### src/rtl/dh_recip_pkg.sv
// Shared constants and FSM state type for the Dh reciprocal divider.
// The optional rounding mode is selected with DH_RECIP_ROUND_EN (see dh_recip).
package dh_pkg;

    localparam int Q  = 8;
    localparam int N  = 16;
    localparam int QW = 2 * Q + 1;

    localparam logic [N-1:0] SAT_MAX = {1'b0, {(N-1){1'b1}}};

    typedef enum logic [1:0] {
        IDLE = 2'd0,
        DIV  = 2'd1,
        DONE = 2'd2
    } state_t;

endpackage

### src/rtl/dh_recip_div_step.sv
// One combinational restoring-division step: shift in the next dividend bit,
// subtract the divisor when it fits, and report the resulting quotient bit.
module div_step
    import dh_pkg::*;
#(
    parameter int W = N
) (
    input  logic [W:0]   rem,
    input  logic         next_bit,
    input  logic [W-1:0] d,
    output logic [W:0]   rem_next,
    output logic         q_bit
);

    logic [W+1:0] shifted;

    always_comb begin
        shifted  = {rem, next_bit};
        q_bit    = (shifted >= {2'b00, d});
        rem_next = shifted[W:0] - (q_bit ? {1'b0, d} : '0);
    end

endmodule

### src/rtl/dh_recip.sv
// Reciprocal 1/Dh in Q(N-Q).Q format via a fixed-latency restoring divider.
// DH_RECIP_ROUND_EN adds a guard quotient bit and rounds half up (one extra cycle).
module dh_recip #(
    parameter int Q = dh_pkg::Q,
    parameter int N = dh_pkg::N,
    localparam int QW = 2 * Q + 1
) (
    input  logic         clk,
    input  logic         rst,
    input  logic [N-1:0] Dh_in,
    input  logic         Dh_valid,
    output logic         busy,
    output logic [N-1:0] inv_out,
    output logic         inv_valid,
    output logic         inv_err,
    output logic         drop
);
    import dh_pkg::*;

`ifdef DH_RECIP_ROUND_EN
    localparam int STEPS = QW + 1;
`else
    localparam int STEPS = QW;
`endif
    localparam int CW = $clog2(STEPS);
    localparam logic [N-1:0] SAT_VAL = {1'b0, {(N-1){1'b1}}};

    state_t         state_q, state_d;
    logic [N-1:0]   d_q, d_d;
    logic [N:0]     rem_q, rem_d;
    logic [STEPS-1:0] quot_q, quot_d;
    logic [CW-1:0]  bit_cnt_q, bit_cnt_d;
    logic [N-1:0]   inv_out_q, inv_out_d;
    logic           inv_valid_q, inv_valid_d;
    logic           inv_err_q, inv_err_d;
    logic           drop_q, drop_d;

    logic [N:0]     step_rem;
    logic           step_q;
    logic           next_bit;
    logic [QW-1:0]  q_full;
    logic           d_nonpos;

    // The dividend is a single 1 at its MSB, so only the first step shifts in a 1.
    assign next_bit = (bit_cnt_q == CW'(STEPS - 1));

    div_step #(.W(N)) u_step (
        .rem      (rem_q),
        .next_bit (next_bit),
        .d        (d_q),
        .rem_next (step_rem),
        .q_bit    (step_q)
    );

    always_comb begin
`ifdef DH_RECIP_ROUND_EN
        q_full = quot_q[STEPS-1:1] + QW'(quot_q[0]);
`else
        q_full = quot_q;
`endif
        d_nonpos = d_q[N-1] || (d_q == '0);
    end

    always_comb begin
        state_d     = state_q;
        d_d         = d_q;
        rem_d       = rem_q;
        quot_d      = quot_q;
        bit_cnt_d   = bit_cnt_q;
        inv_out_d   = inv_out_q;
        inv_err_d   = inv_err_q;
        inv_valid_d = 1'b0;
        drop_d      = Dh_valid && (state_q != IDLE);

        case (state_q)
            IDLE: begin
                if (Dh_valid) begin
                    d_d       = Dh_in;
                    rem_d     = '0;
                    quot_d    = '0;
                    bit_cnt_d = CW'(STEPS - 1);
                    state_d   = DIV;
                end
            end
            DIV: begin
                rem_d  = step_rem;
                quot_d = {quot_q[STEPS-2:0], step_q};
                if (bit_cnt_q == '0) begin
                    state_d = DONE;
                end else begin
                    bit_cnt_d = bit_cnt_q - 1'b1;
                end
            end
            DONE: begin
                // Non-positive energy still runs the full divide; the result is forced here.
                if (d_nonpos || (q_full > QW'(SAT_VAL))) begin
                    inv_out_d = SAT_VAL;
                    inv_err_d = 1'b1;
                end else begin
                    inv_out_d = q_full[N-1:0];
                    inv_err_d = 1'b0;
                end
                inv_valid_d = 1'b1;
                state_d     = IDLE;
            end
            default: begin
                state_d = IDLE;
            end
        endcase
    end

    always_ff @(posedge clk) begin
        if (rst) begin
            state_q     <= IDLE;
            d_q         <= '0;
            rem_q       <= '0;
            quot_q      <= '0;
            bit_cnt_q   <= '0;
            inv_out_q   <= '0;
            inv_valid_q <= 1'b0;
            inv_err_q   <= 1'b0;
            drop_q      <= 1'b0;
        end else begin
            state_q     <= state_d;
            d_q         <= d_d;
            rem_q       <= rem_d;
            quot_q      <= quot_d;
            bit_cnt_q   <= bit_cnt_d;
            inv_out_q   <= inv_out_d;
            inv_valid_q <= inv_valid_d;
            inv_err_q   <= inv_err_d;
            drop_q      <= drop_d;
        end
    end

    assign busy      = (state_q != IDLE);
    assign inv_out   = inv_out_q;
    assign inv_valid = inv_valid_q;
    assign inv_err   = inv_err_q;
    assign drop      = drop_q;

endmodule

### config.mk
export PLATFORM = sky130hd
export DESIGN_NAME = dh_recip
export DESIGN_NICKNAME = d
export VERILOG_FILES = /design/src/rtl/dh_recip_pkg.sv /design/src/rtl/dh_recip_div_step.sv /design/src/rtl/dh_recip.sv
export SDC_FILE = /design/constraint.sdc
export NUM_CORES = 1
export LEC_CHECK = 0
export BUFFER_PORTS_ARGS = -buffer_cell sky130_fd_sc_hd__buf_2
export CORE_MARGIN = 8
export CORE_UTILIZATION = 44
export DETAILED_ROUTE_END_ITERATION = 7
export PLACE_DENSITY = 0.72
export SKIP_CTS_REPAIR_TIMING = 1
export SYNTH_ARGS = -nofsm -noshare
export SYNTH_HDL_FRONTEND = slang
export SYNTH_SLANG_ARGS = --single-unit
### constraint.sdc
create_clock -name clk -period 3.9 [get_ports clk]
set_clock_uncertainty 0.2 [all_clocks]
set_input_delay 0.585 -clock clk [delete_from_list [all_inputs] [get_ports clk]]
set_output_delay 0.585 -clock clk [all_outputs]
set_load 0.01 [all_outputs]
==> flow_summary.toml <==
[placement]
place_area_um2 = 4200
io_buffers = 38
gp_congestion = 0.907
hpwlAfterDp_um = 6690

[synth]
synthesis.nets = 520
synth_largest_area_cell = "dfxtp_1"
synth.distinct_cells = 55
seq_area_frac_synth = 0.392
synth_area_leaders = "dfxtp_1 (39%), ha_1 (11%), nand2_1 (10%)"
yosysWarnings = 0
synth_cells = 466
ys_ff_latch = 76
avgSynthCellArea_um2 = 8.34
synth_ff_type = "dfxtp_1"
synth-async-reset-ratio = 0
synth-edff-count = 0
synth_area_um2 = 3890
synth_top_area_share = 0.392

[clock_tree]
cts.reportedPaths.clkPinSlew_ns = 0.09
cts_max_path_buffers = 2
worstSkewPairLatency_ns = 0.35
htree_num_levels = 3
cts_tree = "yes"
root_buffer = "clkbuf_8"
cts_buffers = 9
cts_num_sinks = 76

[die]
rows = 34
ios = 39
die_area_um2 = 12100
die_w_um = 110
core_area_um2 = 8640
fp.dieH_um = 110
start_util = 0.450

[route]
wl_um = 9670
via_count = 3476
drt_iter0_drc = 251
detail_route.wl_per_cell_um = 15.4
dr.pass1.iters = 4
ant_nets = 0
post_drt_via_cell_ratio = 5.55
drc = 0

[power]
ir_worst_vdd_v = 0.000414
power_density_nw_per_um2 = 749
total_leakage_power_nw = 1.92

[setup_path]
required_ns = 3.95
critPathKind = "flip-flop to flip-flop"
cp_max_fo = 7
cp.arrival_ns = 3.83
critPathCaptureType = "flip-flop"
start_kind = "flip-flop"

[global_route]
grt_max_degree = 47
antenna_found_initial = 0
grt_pass1_vias = 3353
grt_overflow_total = 0
grt.total_usage = 0.159
grt_pass1_wl_um = 15600

[final_layout]
syn2layout_area_growth_pct = 17.5
final_common_cell = "nand2_1"
drive_above_1_share = 0.205
multi_input_area_um2 = 2310
regArea_um2 = 1530
num_antenna_cells = 0
finalNetCount = 567
fin_area_um2 = 4570
num-fill-cells = 790
layout_common_cells = "nand2_1 (106), dfxtp_1 (73), buf_2 (39)"

[sta]
rsz0062_at_grt = "yes"
fin_setup_tns_ns = 0
slew_viol_final = 0
maxSlewHeadroom = 0.412
setup_viol = 0
finalCritPeriodShare = 0.970
layout_min_cycle_time_ns = 3.78
hold_slack_ns = 0.259
final-hold-violation-count = 0
timing.fmax_mhz = 264
tightest_slew_ns = 0.879

[run_status]
run_status = "completed"

[job]
maxCapViolCount = 0

[hold_path]
hp-class = "primary input to flip-flop"
layout make-up:
type / instances / area share
Multi-Input combinational cell: 347 / 0.505
Inverter: 22 / 0.0181
Clock buffer: 9 / 0.0271
Sequential cell: 76 / 0.334
Timing Repair Buffer: 57 / 0.0731
Clock inverter: 7 / 0.0129
Tap cell: 108 / 0.0296
power breakdown:
group	internal, W	switching, W	leakage, nW
sequential	0.000853	0.0000745	0.618
clock	0.000241	0.000332	0.0921
combinational	0.000858	0.00106	1.21
registers in the layout, indices dropped and copies added, names as in the netlist:
name / count
bit_cnt_q: 5
d_q: 16
drop: 1
inv_err: 1
inv_out: 16
inv_valid: 1
q_full: 17
rem_q: 17
state_q: 2
worst max-delay path, stage by stage (launching register included):
cell	delay, ns
dfxtp_2	0.35
inv_2	0.08
ha_4	0.15
nand3_4	0.08
ha_4	0.27
nand2b_4	0.10
a21oi_2	0.04
o221ai_1	0.15
a21oi_1	0.11
o211ai_1	0.16
buf_4	0.15
buf_2	0.20
nand2_1	0.08
ha_1	0.29
a21oi_1	0.17
o21ai_0	0.12
or3_2	0.45
o2111ai_1	0.29
a211o_1	0.18
nand3_1	0.07
final timing paths:
check	to	cells past startpoint	startpoint	slack [ns]
hold reg to reg	inv_err	2	inv_err	0.26
setup reg to reg	rem_q[13]	19	bit_cnt_q[1]	0.12
hold / removal	d_q[11]	3	Dh_in[11]	0.26
setup / recovery	rem_q[13]	19	bit_cnt_q[1]	0.12
logic make-up (layout without fill, tap and decap cells):
logic type               Yosys count  in the layout  share of synthesized area
buffers and inverters             43             95                     0.0464
AND/OR/NAND/NOR                  174            174                      0.201
adder cells (fa/ha/maj)           35             35                      0.115
multiplexers                       3              3                    0.00773
AO/OA/AOI/OAI                    123            123                      0.212
XOR/XNOR                          12             12                     0.0270
flip-flops                        76             76                      0.392
metrics by stage:
| stage | setup slack [ns] | util | power [W] | cells |
|---|---|---|---|---|
| 2_1_floorplan | 0.0284 | - | 0.00221 | 466 |
| 3_3_place_gp | 0.0694 | 0.487 | 0.00254 | 602 |
| 3_5_place_dp | -0.128 | 0.487 | 0.00258 | 602 |
| 4_1_cts | -0.163 | 0.508 | 0.00315 | 618 |
| 5_1_grt | -0.0510 | 0.529 | 0.00366 | 626 |
| 6_report | 0.118 | 0.529 | 0.00342 | 626 |
Yosys cell counts (3+ instances only):
cell / instances
a22o_1: 18
nand4_1: 5
inv_1: 22
nor2_1: 18
a22oi_1: 3
xor2_1: 10
mux2i_1: 3
a21o_1: 6
a211oi_1: 3
nand2b_1: 6
and2_1: 3
nand2_1: 106
ha_1: 34
a31oi_1: 17
o21ai_0: 16
o21a_1: 3
clkbuf_1: 18
nor4_1: 5
nor3_1: 7
a21oi_1: 33
o21bai_1: 3
dfxtp_1: 76
nand3_1: 9
o21ai_1: 4
routing by layer:
layer | GRT usage | vias up | wire length [um]
li1 | - | 1737 | -
met1 | 0.207 | 1635 | 4510
met2 | 0.256 | 88 | 4530
met3 | 0.0256 | 16 | 427
met4 | 0.0694 | 0 | 206
met5 | 0 | - | 0
Power figures use the tool's default switching activity.
